$ cat config.mk
export PLATFORM = sky130hd
export DESIGN_NAME = rr_arbiter_8
export DESIGN_NICKNAME = d
export VERILOG_FILES = /design/src/rtl/arb_pkg.sv /design/src/rtl/onehot_to_idx.sv /design/src/rtl/rr_arbiter_8.sv
export SDC_FILE = /design/constraint.sdc
export NUM_CORES = 1
export LEC_CHECK = 0
export BUFFER_PORTS_ARGS = -buffer_cell sky130_fd_sc_hd__buf_4
export CORE_MARGIN = 1
export CORE_UTILIZATION = 50
export DETAILED_ROUTE_END_ITERATION = 10
export PLACE_DENSITY = 0.8
export REMOVE_ABC_BUFFERS = 1
export SYNTH_ARGS = -nofsm -noshare
export SYNTH_HDL_FRONTEND = slang
export SYNTH_HIERARCHICAL = 1
export SYNTH_SLANG_ARGS = --single-unit
$ cat constraint.sdc
create_clock -name clk -period 4.01 [get_ports clk]
set_input_delay 0.2005 -clock clk [delete_from_list [all_inputs] [get_ports clk]]
set_output_delay 0.2005 -clock clk [all_outputs]
set_load 0.02 [all_outputs]
$ cat src/rtl/arb_pkg.sv
// Shared definitions for the 8-way round-robin arbiter: sizes, FSM states
// and the circular pointer advance used when an owner releases.
package arb_pkg;

   localparam int NREQ  = 8;
   localparam int IDX_W = 3;

   typedef enum logic {
      IDLE,
      GRANT
   } state_e;

   function automatic logic [IDX_W-1:0] next_ptr(input logic [IDX_W-1:0] idx);
      return IDX_W'((int'(idx) + 1) % NREQ);
   endfunction

endpackage

$ cat src/rtl/onehot_to_idx.sv
// Combinational 8-to-3 encoder; assumes a zero or one-hot input and
// yields 0 for an all-zero vector.
module onehot_to_idx
   import arb_pkg::*;
(
   input  logic [NREQ-1:0]  onehot_i,
   output logic [IDX_W-1:0] idx_o
);

   always_comb begin
      idx_o = '0;
      for (int i = 0; i < NREQ; i++) begin
         if (onehot_i[i]) begin
            idx_o = idx_o | IDX_W'(i);
         end
      end
   end

endmodule

$ cat src/rtl/rr_arbiter_8.sv
// Round-robin arbiter for 8 requesters with a per-owner hold limit.
// Grant, index and preempt are registered; priority rotates past each released owner.
module rr_arbiter_8
   import arb_pkg::*;
#(
   parameter int MAX_HOLD = 16,
   parameter int HOLD_W   = 4
) (
   input  logic             clk,
   input  logic             rst_n,
   input  logic             en,
   input  logic [NREQ-1:0]  req,
   output logic [NREQ-1:0]  grant,
   output logic [IDX_W-1:0] grant_idx,
   output logic             grant_valid,
   output logic             preempt
);

   state_e            state_q, state_d;
   logic [IDX_W-1:0]  ptr_q, ptr_d;
   logic [HOLD_W-1:0] hold_q, hold_d;
   logic [NREQ-1:0]   grant_q, grant_d;
   logic [IDX_W-1:0]  idx_q, idx_d;
   logic              preempt_q, preempt_d;
   logic              ownerReq, holdDone;
   logic [NREQ-1:0]   gatedReq;

   // Walk from the far end back toward base so the request nearest base wins.
   function automatic logic [NREQ-1:0] rrPick(input logic [NREQ-1:0]  r,
                                              input logic [IDX_W-1:0] base);
      logic [NREQ-1:0]  pick;
      logic [IDX_W-1:0] pos;
      pick = '0;
      for (int i = NREQ - 1; i >= 0; i--) begin
         pos = base + IDX_W'(i);
         if (r[pos]) begin
            pick      = '0;
            pick[pos] = 1'b1;
         end
      end
      return pick;
   endfunction

   always_comb begin
      state_d   = state_q;
      ptr_d     = ptr_q;
      hold_d    = hold_q;
      grant_d   = grant_q;
      preempt_d = 1'b0;
      gatedReq  = req & {NREQ{en}};
      ownerReq  = |(req & grant_q);
      holdDone  = (hold_q == HOLD_W'(MAX_HOLD - 1));
      case (state_q)
         IDLE: begin
            grant_d = rrPick(gatedReq, ptr_q);
            state_d = (|grant_d) ? GRANT : IDLE;
         end
         GRANT: begin
            // On release the next winner is chosen from the advanced pointer in the same cycle.
            if (!ownerReq || holdDone) begin
               ptr_d     = next_ptr(idx_q);
               hold_d    = '0;
               preempt_d = ownerReq;
               grant_d   = rrPick(gatedReq, ptr_d);
               state_d   = (|grant_d) ? GRANT : IDLE;
            end else begin
               hold_d = hold_q + 1'b1;
            end
         end
         default: begin
            state_d = IDLE;
            grant_d = '0;
         end
      endcase
   end

   onehot_to_idx u_enc (
      .onehot_i (grant_d),
      .idx_o    (idx_d)
   );

   always_ff @(posedge clk) begin
      if (!rst_n) begin
         state_q   <= IDLE;
         ptr_q     <= '0;
         hold_q    <= '0;
         grant_q   <= '0;
         idx_q     <= '0;
         preempt_q <= 1'b0;
      end else begin
         state_q   <= state_d;
         ptr_q     <= ptr_d;
         hold_q    <= hold_d;
         grant_q   <= grant_d;
         idx_q     <= idx_d;
         preempt_q <= preempt_d;
      end
   end

   assign grant       = grant_q;
   assign grant_idx   = idx_q;
   assign grant_valid = |grant_q;
   assign preempt     = preempt_q;

endmodule

### After elaboration in Yosys (flattened, before gate mapping)

Cells that the tools add are included.

* flip-flop bits (word level): 20
* bits of input ports: 11
* output and inout bits: 13
* logic and storage cells: 181

* add/sub/neg operators: 16
* order comparisons: 32
* equality and inequality tests: 2
* muxes and demuxes: 97
* bitwise operators: 3
* reduce and logical (&&, ||, !) cells: 24

Operators by type and width (number)
* 8-bit 2-to-1 mux: 20
* 3-bit by 4-bit less-than comparator with 1-bit output (second input constant): 16
* 1-bit binary-select mux with 3-bit select: 16
* 1-bit demux with 3-bit select: 16
* 3-bit by 1-bit greater-or-equal comparator with 1-bit output (second input constant): 16
* 1-bit 2-to-1 mux: 36
* 8-bit OR reduction: 4
* 3-bit adder (second input constant): 8
* 8-bit bitwise AND: 2
* 1-bit logical AND: 16
* 8-bit one-hot mux with 2 select lines: 1
* 3-bit by 2-bit adder with 3-bit output (second input constant): 4
* 3-bit 2-to-1 mux: 4
* 3-bit by 1-bit adder with 3-bit output (second input constant): 3
* 4-bit by 1-bit adder with 4-bit output (second input constant): 1
* 4-bit == test (second input constant): 1
* 2-bit 2-to-1 mux: 2
* 4-bit 2-to-1 mux: 1
* 3-bit AND reduction: 1
* 2-bit by 1-bit inequality test with 1-bit output (second input constant): 1
* 1-bit one-hot mux with 2 select lines: 1
* 2-bit AND reduction: 1
* 1-bit zero test: 1
* 1-bit logical OR: 1
* 1-bit inverter: 1

### Logic depth before layout (Yosys ltp)

* word-level depth: 25
* mapped depth: 18

### Cells and area by module

Netlist, hierarchy kept.

Modules (own cells, without submodules)
* rr_arbiter_8: times used 1, cells each 503, area an instance 3816.2 µm², sequential area each 400.4 µm²
* onehot_to_idx: times used 1, cells each 3, area an instance 22.5 µm², sequential area each 0.0 µm²

### Worst setup path before layout

No wires, ideal clock.

* kind: register -> register
* start: reg idx_q[0] (netlist: grant_idx[0])
* end: reg idx_q[0] (netlist: grant_idx[0])
* library setup time: 115 ps
* arrival time: 4073 ps
* slack: -178 ps
* stages on the path, launching flop included: 19
* path buffers: 5
* period minus slack after synthesis: 4188 ps
* cells stage by stage: dfxtp_1 -> buf_2 -> buf_6 -> buf_2 -> clkinv_1 -> ha_1 -> buf_6 -> mux4_2 -> mux2_4 -> nand2_2 -> buf_6 -> nor3_1 -> o21ai_0 -> nand2_1 -> o31ai_1 -> o21ai_0 -> o21a_1 -> or4_1 -> and2_1

RTL lines
* from (decl): line rr_arbiter_8.sv:23 `logic [IDX_W-1:0] idx_q, idx_d;`
* from (signal assigned): line rr_arbiter_8.sv:95 `idx_q <= idx_d;`
* 3-bit by 1-bit adder with 3-bit output (*): line arb_pkg.sv:14 `return IDX_W'((int'(idx) + 1) % NREQ);`
* 3-bit adder: line rr_arbiter_8.sv:35 `pos = base + IDX_W'(i);`
* 3-bit by 4-bit less-than comparator with 1-bit output (implied by the code) or 3-bit by 1-bit greater-or-equal comparator with 1-bit output (tied branches): line rr_arbiter_8.sv:38 `pick[pos] = 1'b1;`
* 1-bit logical AND (implied by the code): line rr_arbiter_8.sv:38
* 1-bit 2-to-1 mux (implied by the code): line rr_arbiter_8.sv:38
* 1-bit demux with 3-bit select: line rr_arbiter_8.sv:38
* 8-bit 2-to-1 mux (7 in a row): line rr_arbiter_8.sv:36 `if (r[pos]) begin`
* 8-bit 2-to-1 mux (*): line rr_arbiter_8.sv:36
* 8-bit 2-to-1 mux (*): line rr_arbiter_8.sv:60 `if (!ownerReq || holdDone) begin`
* 8-bit 2-to-1 mux (*): line rr_arbiter_8.sv:53 `case (state_q)`
* 8-bit 2-to-1 mux (*): line rr_arbiter_8.sv:60
* 8-bit one-hot mux with 2 select lines (*): line rr_arbiter_8.sv:53
* via grant_d[3]: line rr_arbiter_8.sv:22 `logic [NREQ-1:0] grant_q, grant_d;`
* 2-bit 2-to-1 mux (*): line onehot_to_idx.sv:13 `if (onehot_i[i]) begin`
* 3-bit 2-to-1 mux (*) (4 in a row): line onehot_to_idx.sv:13
* via idx_d[0]: line rr_arbiter_8.sv:23

Mark *: on every way through the listed nets, which the timed path passes. The rest lies on a longest branch. The select of a mux whose other input is x is not followed.
A chain may end at the register's enable or synchronous reset.

### Worst setup path after layout

* start: reg idx_q[0] (netlist: grant_idx[0])
* end: reg idx_q[2] (netlist: grant_idx[2])

* cells in the longest elaborated chain, start to end: 22

RTL lines (line)
* 3-bit by 1-bit adder with 3-bit output (*): arb_pkg.sv:14
* 3-bit adder: rr_arbiter_8.sv:35
* 3-bit by 4-bit less-than comparator with 1-bit output (implied by the code) or 3-bit by 1-bit greater-or-equal comparator with 1-bit output (tied branches): rr_arbiter_8.sv:38
* 1-bit logical AND (implied by the code): rr_arbiter_8.sv:38
* 1-bit 2-to-1 mux (implied by the code): rr_arbiter_8.sv:38
* 1-bit demux with 3-bit select: rr_arbiter_8.sv:38
* 8-bit 2-to-1 mux (7 in a row): rr_arbiter_8.sv:36
* 8-bit 2-to-1 mux (*): rr_arbiter_8.sv:36
* 8-bit 2-to-1 mux (*): rr_arbiter_8.sv:60
* 8-bit 2-to-1 mux (*): rr_arbiter_8.sv:53
* 8-bit 2-to-1 mux (*): rr_arbiter_8.sv:60
* 8-bit one-hot mux with 2 select lines (*): rr_arbiter_8.sv:53
* via grant_d[4]: rr_arbiter_8.sv:22
* 3-bit 2-to-1 mux (*) (4 in a row): onehot_to_idx.sv:13
* via idx_d[2]: rr_arbiter_8.sv:23

Marks and branches as above.

==> out/metrics.cfg <==
[route]
detail_route.wirelength_microns=13920
total_via_count_after_detailed_routing=4479
vias_per_instance=7.295
wirelength_per_cell_microns=22.67
initialDrtViolationCount=578
drtPass1Iterations=5
ant_nets=0
drcViolationCount=0

[floorplanning]
floorplan.die_area_sq_um=8032
chipWidth_microns=89.62
floorplan.io_pins=24
die_height_microns=89.62
coreArea_sq_um=7331
initial_core_util_pct=52.36
std_cell_rows=31

[worst_hold_path]
worst_hold_path_type=in -> reg
hp-start=rst_n
holdPathEnd=ptr_q[2]$_SDFFE_PN0P_
worstHoldPathCells=2

[sta]
hold_ws_ns=0.2641
worst_clock_skew_ns=0.001897
max_clock_freq_mhz=261.6
tightestPinTransition_ns=0.6819
final.setup.tns_ns=0
report.final.hold_viol_count=0
grt_setup_unrepaired=no
min_period_over_period_pct=95.34
max_slew_margin_pct=54.48
finalMaxSlewViolations=0
report.final.setup_viol=0
period_minus_slack_ns=3.823

[yosys]
synth_async_sr_flop_share_pct=0
synth_common_cells=61 x nand2_1, 35 x nor2_1, 24 x mux2i_1
ys_warn_count=6
synth.cell_area_sq_um=3839
synth_top_cell_by_area=dfxtp_1
number_of_enable_type_register_cells_in_the_synthesized_netlist=0
synthMostInstantiatedCell=nand2_1
syn-mean-instance-area_sq_um=7.586
synth_seq_area_share_pct=10.43
synth_seq_cells=20
netlist-cell-type-count=86
synth_top_area_share_pct=10.43
netlist_instances=506
dominantRegCellSynth=dfxtp_1
main_area_contributors_after_synthesis=dfxtp_1 10%, mux4_2 7.0%, mux2i_1 6.3%

[global_routing]
first_global_vias=4079
globalRouteTotalUtil_pct=35.77
grt_overflow_total=0
initial_antenna_violation_count=0
grt_max_degree=27
grt_pass1_wl_microns=21980

[finish]
design_area_sq_um=4182
finish.cell_count_without_fillers=614
n_fill_cell=688
post_route_cells_drive_above_1_share_pct=19.03
antenna_cells_inserted=0
design.final.nets=536
area_growth_pct=8.931

[clock_tree]
cts.sinks=20
cts_setup_buffers=0
htree_num_levels=1
clock_latency_of_the_later_clocked_register_in_the_worst_skew_pair_ns=0.26
tritoncts=done
cts_inserted_buffers=3
clock_tree_buffer_depth=2
root_buffer=clkbuf_8
path_clk_slew_ns=0.08

[setup_path]
critical_path.cell_chain=buf_4 -> ha_1 -> xnor2_1 -> buf_4 -> mux2i_1 -> a211oi_1 -> o21ai_0 -> o211ai_1 -> a31oi_1 -> o211ai_1 -> a31o_2 -> or4_1 -> and2_1
r2r_slack_ns=0.19
timing.critical_path.from_type=flip-flop
worst-r2r-cell-count=13
worstReg2RegStart=grant_idx[0]$_SDFF_PN0_
rr_endpoint=grant_idx[2]$_SDFF_PN0_
timing_worst_setup_path_type=reg -> reg
critical_path.endpoint_type=flip-flop
critPathRequiredTime_ns=4.17
crit_buf_inv=2
critical-path-top-delay-family=compound AO/OA/AOI/OAI gates
cp_max_fo=16
crit_slowest_cell=or4_1
cp_data_arrival_time_ns=3.98
slowest_delay_ns=0.45

[place]
dp_hpwl_microns=10360
post_dp_cell_area_sq_um=4105
routabilityCongestion=1.043
portBuffers=23
placed_cells=610

[status]
outcome=complete, no violations

[flow_run]
maxCapViolations=0

## how the worst max path moves through the flow
stage / start / to / slack [ns] / depth (start not counted)
after floorplan: grant_idx[0]$_SDFF_PN0_ / grant_idx[0]$_SDFF_PN0_ / -0.90 / 13
after global placement: grant_idx[0]$_SDFF_PN0_ / grant_idx[0]$_SDFF_PN0_ / 0.25 / 14
after detailed placement: grant_idx[0]$_SDFF_PN0_ / grant_idx[0]$_SDFF_PN0_ / 0.24 / 14
after CTS: grant_idx[0]$_SDFF_PN0_ / grant_idx[0]$_SDFF_PN0_ / 0.22 / 14
after global routing: grant_idx[0]$_SDFF_PN0_ / grant_idx[2]$_SDFF_PN0_ / 0.08 / 13
final: grant_idx[0]$_SDFF_PN0_ / grant_idx[2]$_SDFF_PN0_ / 0.19 / 13
## routing by layer
layer	global-route usage, %	wire length, microns	vias to the layer above
met5	0	0	-
met4	10.68	413	0
met3	7.952	1842	49
met2	52.89	5916	353
met1	51.64	5744	2103
li1	-	-	1974
## area by class of cell
class                   count  area (sq um)  share of cell area [%]
well taps                  99         123.9                   2.962
multi-input cells         433          3177                   75.97
clock buffers               3         41.29                  0.9874
clock inverters             1         30.03                  0.7181
flip-flops and latches     20         400.4                   9.575
repair buffers             51         382.9                   9.156
inverters                   7         26.28                  0.6284
## stage by stage
stage               setup WS (ns)  util (%)
floorplan                 -0.8999         -
global placement           0.2504     56.00
detailed placement         0.2437     56.00
CTS                        0.2154     56.97
global route              0.07549     57.04
finish                     0.1869     57.04
## what timing repair did
item / in CTS / in global routing
resized for setup: 0 / 1
setup endpoints to repair: 0 / 2
hold buffers: 0 / 0
## logic make-up after synthesis
kind of cell / after synthesis / share of synthesized area, %
AND/OR/NAND/NOR: 213 / 28.13
AO/OA/AOI/OAI: 148 / 29.07
buffers and inverters: 53 / 6.942
multiplexers: 52 / 19.23
flip-flops: 20 / 10.43
XOR/XNOR: 11 / 3.259
adder cells (fa/ha/maj): 9 / 2.934
## worst register-to-register path, delay by kind of cell (launching register included)
family / cells / cell delay (ns)
flip-flops: 1 / 0.32
AO/OA/AOI/OAI: 6 / 1.32
XOR/XNOR: 1 / 0.38
multiplexers: 1 / 0.37
adder cells (fa/ha/maj): 1 / 0.30
buffers and inverters: 2 / 0.44
AND/OR/NAND/NOR: 2 / 0.61
## cell usage in the layout, fill, tap and decap left out, types with 9 or more instances in the layout
cell type	n
nand2_1	61
buf_4	51
nor2_1	35
mux2i_1	24
and2_1	21
nand3_1	20
dfxtp_1	20
o21ai_0	17
a31oi_1	14
nor3_1	13
mux4_2	12
and3_1	11
a21oi_1	11
a22oi_1	10
mux2_2	9
a211oi_1	9
ha_1	9
## flip-flops by register name, summed over array words and instances, names as in the netlist
name,flops
grant,8
grant_idx,3
hold_q,4
preempt,1
ptr_q,3
state_q,1
Power is not shown: default switching activity piles up to over one toggle a cycle in this logic, so the estimate is an artifact.
